File: src/rtl/rv_sdram_bridge_pkg.sv
// Shared types and constants for the RISC-V 32-bit bus to SDRAM RV-port bridge.
package rv_sdram_bridge_pkg;

    typedef enum logic [2:0] {
        ST_IDLE     = 3'd0,
        ST_LO_ISSUE = 3'd1,
        ST_LO_WAIT  = 3'd2,
        ST_HI_ISSUE = 3'd3,
        ST_HI_WAIT  = 3'd4,
        ST_DONE     = 3'd5
    } state_t;

    localparam int RV_RD_LAT   = 3;
    localparam int RV_ADDR_MSB = 20;

    // A write half with no strobes set carries no data and may be dropped.
    function automatic logic half_is_empty(input logic [1:0] strb, input logic is_write);
        return is_write && (strb == 2'b00);
    endfunction

endpackage

File: src/rtl/rv_sdram_bridge_toggle_req_port.sv
// Toggle request/acknowledge port: owns rv_req, the pending compare and the
// read-latency counter, and reports one done pulse per issued halfword.
module rv_sdram_bridge_toggle_req_port
    import rv_sdram_bridge_pkg::*;
#(
    parameter int RD_LAT = RV_RD_LAT
) (
    input  logic clk,
    input  logic resetn,
    input  logic i_issue,
    input  logic i_is_read,
    input  logic rv_req_ack,
    output logic rv_req,
    output logic o_done
);
    logic       r_wait;
    logic [3:0] r_cnt;
    logic       w_obs;

    assign w_obs  = r_wait && (rv_req == rv_req_ack);
    // Reads finish when the counter reaches its last count, i.e. RD_LAT edges after ack.
    assign o_done = (w_obs && (!i_is_read || (RD_LAT == 0))) || (r_cnt == 4'd1);

    // Request toggle, wait-for-ack flag and read-latency countdown.
    always_ff @(posedge clk) begin
        if (!resetn) begin
            rv_req <= rv_req_ack;
            r_wait <= 1'b0;
            r_cnt  <= 4'd0;
        end else begin
            if (r_cnt != 4'd0) begin
                r_cnt <= r_cnt - 4'd1;
            end
            if (i_issue) begin
                rv_req <= ~rv_req;
                r_wait <= 1'b1;
            end else if (w_obs) begin
                r_wait <= 1'b0;
                if (i_is_read && (RD_LAT != 0)) begin
                    r_cnt <= 4'(RD_LAT);
                end
            end
        end
    end

endmodule

File: src/rtl/rv_sdram_bridge.sv
// Bridges the CPU's 32-bit valid/ready bus onto the 16-bit toggle-handshake
// RV port: one or two halfword transactions, low half first.
module rv_sdram_bridge
    import rv_sdram_bridge_pkg::*;
#(
    parameter int RD_LAT          = RV_RD_LAT,
    parameter bit SKIP_EMPTY_HALF = 1'b1
) (
    input  logic        clk,
    input  logic        resetn,
    input  logic        mem_valid,
    input  logic [31:0] mem_addr,
    input  logic [31:0] mem_wdata,
    input  logic [3:0]  mem_wstrb,
    output logic [31:0] mem_rdata,
    output logic        mem_ready,
    input  logic        sdram_busy,
    output logic [19:0] rv_addr,
    output logic [15:0] rv_din,
    output logic [1:0]  rv_ds,
    output logic        rv_we,
    output logic        rv_req,
    input  logic        rv_req_ack,
    input  logic [15:0] rv_dout
);
    state_t                 r_state;
    logic [RV_ADDR_MSB-2:0] r_word;
    logic [31:0]            r_wdata;
    logic [31:0]            r_rdata;
    logic [3:0]             r_wstrb;

    logic w_is_write;
    logic w_is_read;
    logic w_issue;
    logic w_done;
    logic w_skip_lo;
    logic w_skip_hi;
    logic w_unused;

    assign w_is_write = (r_wstrb != 4'b0000);
    assign w_is_read  = !w_is_write;
    assign w_issue    = (r_state == ST_LO_ISSUE) || (r_state == ST_HI_ISSUE);
    assign w_skip_lo  = SKIP_EMPTY_HALF && half_is_empty(mem_wstrb[1:0], mem_wstrb != 4'b0000);
    assign w_skip_hi  = SKIP_EMPTY_HALF && half_is_empty(r_wstrb[3:2], w_is_write);
    assign w_unused   = ^{mem_addr[31:RV_ADDR_MSB+1], mem_addr[1:0]};

    rv_sdram_bridge_toggle_req_port #(
        .RD_LAT (RD_LAT)
    ) u_port (
        .clk        (clk),
        .resetn     (resetn),
        .i_issue    (w_issue),
        .i_is_read  (w_is_read),
        .rv_req_ack (rv_req_ack),
        .rv_req     (rv_req),
        .o_done     (w_done)
    );

    // Transaction sequencer with registered CPU and RV-port outputs.
    always_ff @(posedge clk) begin
        if (!resetn) begin
            r_state   <= ST_IDLE;
            r_word    <= '0;
            r_wdata   <= 32'h0;
            r_wstrb   <= 4'h0;
            r_rdata   <= 32'h0;
            mem_ready <= 1'b0;
            mem_rdata <= 32'h0;
            rv_addr   <= 20'h0;
            rv_din    <= 16'h0;
            rv_ds     <= 2'b00;
            rv_we     <= 1'b0;
        end else begin
            mem_ready <= 1'b0;
            case (r_state)
                // mem_ready still high here means the CPU has not yet dropped the old request.
                ST_IDLE: begin
                    if (mem_valid && !sdram_busy && !mem_ready) begin
                        r_word  <= mem_addr[RV_ADDR_MSB:2];
                        r_wdata <= mem_wdata;
                        r_wstrb <= mem_wstrb;
                        r_rdata <= 32'h0;
                        r_state <= w_skip_lo ? ST_HI_ISSUE : ST_LO_ISSUE;
                    end
                end
                ST_LO_ISSUE: begin
                    rv_addr <= {r_word, 1'b0};
                    rv_din  <= r_wdata[15:0];
                    rv_ds   <= w_is_write ? r_wstrb[1:0] : 2'b11;
                    rv_we   <= w_is_write;
                    r_state <= ST_LO_WAIT;
                end
                ST_LO_WAIT: begin
                    if (w_done) begin
                        if (w_is_read) begin
                            r_rdata[15:0] <= rv_dout;
                        end
                        r_state <= w_skip_hi ? ST_DONE : ST_HI_ISSUE;
                    end
                end
                ST_HI_ISSUE: begin
                    rv_addr <= {r_word, 1'b1};
                    rv_din  <= r_wdata[31:16];
                    rv_ds   <= w_is_write ? r_wstrb[3:2] : 2'b11;
                    rv_we   <= w_is_write;
                    r_state <= ST_HI_WAIT;
                end
                ST_HI_WAIT: begin
                    if (w_done) begin
                        if (w_is_read) begin
                            r_rdata[31:16] <= rv_dout;
                        end
                        r_state <= ST_DONE;
                    end
                end
                ST_DONE: begin
                    mem_ready <= 1'b1;
                    mem_rdata <= r_rdata;
                    r_state   <= ST_IDLE;
                end
                default: begin
                    r_state <= ST_IDLE;
                end
            endcase
        end
    end

endmodule

File: config.mk
export PLATFORM = sky130hd
export DESIGN_NAME = rv_sdram_bridge
export DESIGN_NICKNAME = d
export VERILOG_FILES = /design/src/rtl/rv_sdram_bridge_pkg.sv /design/src/rtl/rv_sdram_bridge_toggle_req_port.sv /design/src/rtl/rv_sdram_bridge.sv
export SDC_FILE = /design/constraint.sdc
export NUM_CORES = 1
export LEC_CHECK = 0
export BUFFER_PORTS_ARGS = -buffer_cell sky130_fd_sc_hd__buf_2
export CAP_MARGIN = 10
export CORE_ASPECT_RATIO = 0.75
export CORE_MARGIN = 2
export CORE_UTILIZATION = 40
export DETAILED_ROUTE_END_ITERATION = 8
export SKIP_CTS_REPAIR_TIMING = 1
export SYNTH_ARGS = -nofsm -noshare
export SYNTH_HDL_FRONTEND = slang
export SYNTH_SLANG_ARGS = --single-unit
export TNS_END_PERCENT = 100
File: constraint.sdc
create_clock -name clk -period 3.3 [get_ports clk]
set_input_delay 0.165 -clock clk [delete_from_list [all_inputs] [get_ports clk]]
set_output_delay 0.165 -clock clk [all_outputs]
set_load 0.01 [all_outputs]
==> impl_results.md <==
* Worst path slowest cell: and3_1
* Critical Path Stages at 7
* Drt first pass iters at 6
* CTS Sinks at about 170
* Post-route setup slack at between 900 and 1000 ps
* Post-DRT Antenna Nets at 0
* Syn avg cell area at about 8.5 um2
* Nets at between 1,000 and 1,500
* Critical path arrival at around 2800 ps
* Clock Latency Late Sink at ~430 ps
* Unrepaired setup endpoints after global routing: no
* Worst Setup SP: u_port.r_cnt[1]
* CTS Buf Count at 17
* Type of the tightest min-delay check: in -> reg
* Reg power frac at 0.460
* Flops & latches, synth at 168
* Critical Path RT at approximately 3700 ps
* Failing checks: hold timing
* Comb power frac at 0.167
* Vias in the first global route at between 4,000 and 5,000
* Starting Density at 0.407
* Antenna diodes at 0
* Die ar. at 16,400 um2
* Power Internal at approximately 3.5 mW
* Worst reg2reg startpoint: u_port.r_cnt[1]
* Final hold vios at 3
* Syn nets at around 800
* Final Routed Wirelength at ~16 mm
* PD cells at about 590 nW/um2
* Final Skew at 4.22 ps
* Layout Utilization at 0.545
* Post-DR wirelength/cell at 14.2 um
* Cells after synthesis at 728
* Clock Power Share at 0.373
* Final Max Slew Viols at 0
* Maxcap violations at 0
* Critical Path Max Stage Delay at approximately 600 ps
* Rows at 39
* Worst Setup Start Kind: flop
* CTS max path bufs at 2
* Cell family with most CP delay: simple AND/OR/NAND/NOR gates
* Core Region at 15,100 um2
* Worst Tran Pin Value at a little under 900 ps
* Reg-to-reg setup timing slack at ~920 ps
* Net Sw Frac at 0.289
* Number of synthesized flops with an enable pin at 1
* Worst Path Buf+Inv at 2
* Initial DRC count at approximately 330
* Hold_ws at -25.0 ps
* H-tree levels at 4
* DR vias at ~5,500
* Place WS at 941 ps
* Area of placed instances at around 7000 um2
* Gpl congestion at approximately 0.72
* Setup CP Type: reg -> reg
* Gr usage total at 0.192
* Post-synthesis sequential area ratio at 0.548
* Global-route wire length before repair at between 20 and 25 mm
* Setup Total Neg Slack at 0 ps
* Reg-to-Reg End: r_rdata[19]
* Ys Warns at 0
* Share of cells above drive strength 1 at 0.222
* Fill count at ~1,500
* Root Buffer: clkbuf_16
* Design Area, Final at 8240 um2
* HPWL Detailed at 9.82 mm
* R2R depth at 7
* Leakage at ~3.3 nW
* Outcome: finished, violations left
* P&R area growth vs syn at 33.9%
* Critical path destination: r_rdata[19]
* Antenna violations before repair at 0
* Residual DRC at 0
* Crit share post-route at 0.720
* Maximum vdd drop at roughly 0.42 mV
* Cell Area, Synth at 6160 um2
* Clock transition at the registers of the reported paths at around 60 ps
* Overflow after GRT at 0
* # setup viols final at 0
* Psw at approximately 1.4 mW
* Via density at ~4.8
* Ports at about 160
* Die Span Y at 111 um
* CTS tree: built
* Pin count of the biggest net entering global routing at 82
* Main synth FF type: dfxtp_1
* Die width at 147 um
* Max Freq at ~0.42 GHz
* CP cell instances: inv_1 > ha_1 > or3b_2 > nor3_4 > buf_4 > and3_1 > a22o_1
* FFs w/ async S/R, synth at 0
* Critical path capture point type: flop
* Fin crit period at roughly 2400 ps
* Port Buffers at 148
* Cell variety after synth at between 40 and 50
* CP Max Fanout at 17
* Relative slew slack at 0.409
==> worst reg2reg max path, stage by stage, from the launching register on <==
cell and delay, ps:
dfxtp_1 320, inv_1 100, ha_1 140, or3b_2 550
nor3_4 140, buf_4 240, and3_1 600, a22o_1 230
==> layout make-up <==
class,instances,area [um2],area share
Clock buffer,18,439,0.0533
Clock inverter,14,101,0.0123
Inverter,6,25.0,0.00304
Multi-Input combinational cell,500,2540,0.308
Sequential cell,168,3370,0.409
Tap cell,205,256,0.0311
Timing Repair Buffer,228,1510,0.183
==> power by group through the flow <==
stage               clock (mW)  combinational [mW]  sequential (mW)
detailed placement           0               0.763             2.30
CTS                       1.88               0.767             2.25
global placement             0               0.762             2.29
finish                    1.83               0.819             2.25
global route              1.96               0.913             2.27
floorplan                    0               0.513             2.29
==> flip-flops by register name (all words and copies together), names as in the netlist <==
| register | flops |
|---|---|
| mem_ready | 1 |
| r_word | 19 |
| rv_addr | 20 |
| rv_ds | 2 |
| mem_rdata | 32 |
| rv_din | 16 |
| r_rdata | 32 |
| u_port.r_cnt | 4 |
| r_wdata | 32 |
| r_wstrb | 4 |
| u_port.r_wait | 1 |
| r_state | 3 |
| rv_we | 1 |
| u_port.rv_req | 1 |
==> placed cells by master, fill, tap and decap left out, drive strengths merged, types with 3 or more instances in the layout <==
cell type / instances
a211oi: 18
a21oi: 116
a22o: 16
buf: 162
clkbuf: 18
clkinv: 6
clkinvlp: 5
dfxtp: 167
dlygate4sd3: 66
ha: 3
inv: 9
mux2i: 18
nand2: 236
nand3: 17
nor2: 27
nor3: 3
o21ai: 19
xnor2: 3
==> cell families (layout without fill, tap and decap cells) <==
logic type / after synthesis / in the layout / share of synthesized area
compound gates: 178 / 178 / 0.171
xor+xnor: 4 / 4 / 0.00569
fa+ha+maj: 3 / 3 / 0.00610
buf+inv: 60 / 266 / 0.0402
flops: 168 / 168 / 0.548
mux: 18 / 18 / 0.0293
simple gates: 297 / 297 / 0.200
==> per-stage QoR <==
stage | hold slack (ps) | total power, mW | cells
6_report | -25.0 | 4.90 | 1139
5_1_grt | 0.321 | 5.15 | 1139
4_1_cts | -57.5 | 4.90 | 1073
3_5_place_dp | 402 | 3.06 | 1041
3_3_place_gp | 401 | 3.06 | 1041
2_1_floorplan | 290 | 2.81 | 728
==> Yosys cell counts, drive strengths merged (3+ instances only) <==
| cell | count | area (um2) |
|---|---|---|
| a211oi | 18 | 135 |
| a21oi | 116 | 581 |
| a22o | 16 | 140 |
| buf | 7 | 48.8 |
| clkbuf | 47 | 176 |
| dfxtp | 167 | 3340 |
| ha | 3 | 37.5 |
| inv | 5 | 18.8 |
| mux2i | 18 | 180 |
| nand2 | 236 | 886 |
| nand3 | 17 | 85.1 |
| nor2 | 27 | 101 |
| nor3 | 3 | 37.5 |
| o21ai | 19 | 98.9 |
| xnor2 | 3 | 26.3 |
==> metal layers <==
metal,vias up,part of all wire,track usage
met2,127,0.43,0.263
met4,0,0.011,0.0788
li1,2830,-,-
met5,-,0,0
met1,2496,0.51,0.279
met3,13,0.047,0.0570
==> how the worst min path moves through the flow <==
stage	startpoint	endpoint	slack [ps]	cells past startpoint
after floorplan	rv_dout[0]	r_rdata[16]	290	1
after global placement	rv_dout[15]	r_rdata[31]	400	2
after detailed placement	rv_dout[15]	r_rdata[31]	400	2
after CTS	mem_wdata[11]	r_wdata[11]	-60	3
after global routing	mem_wdata[30]	r_wdata[30]	0.3	3
final	mem_addr[5]	r_word[3]	-30	3
No activity file was read; power rests on OpenSTA's default activity.
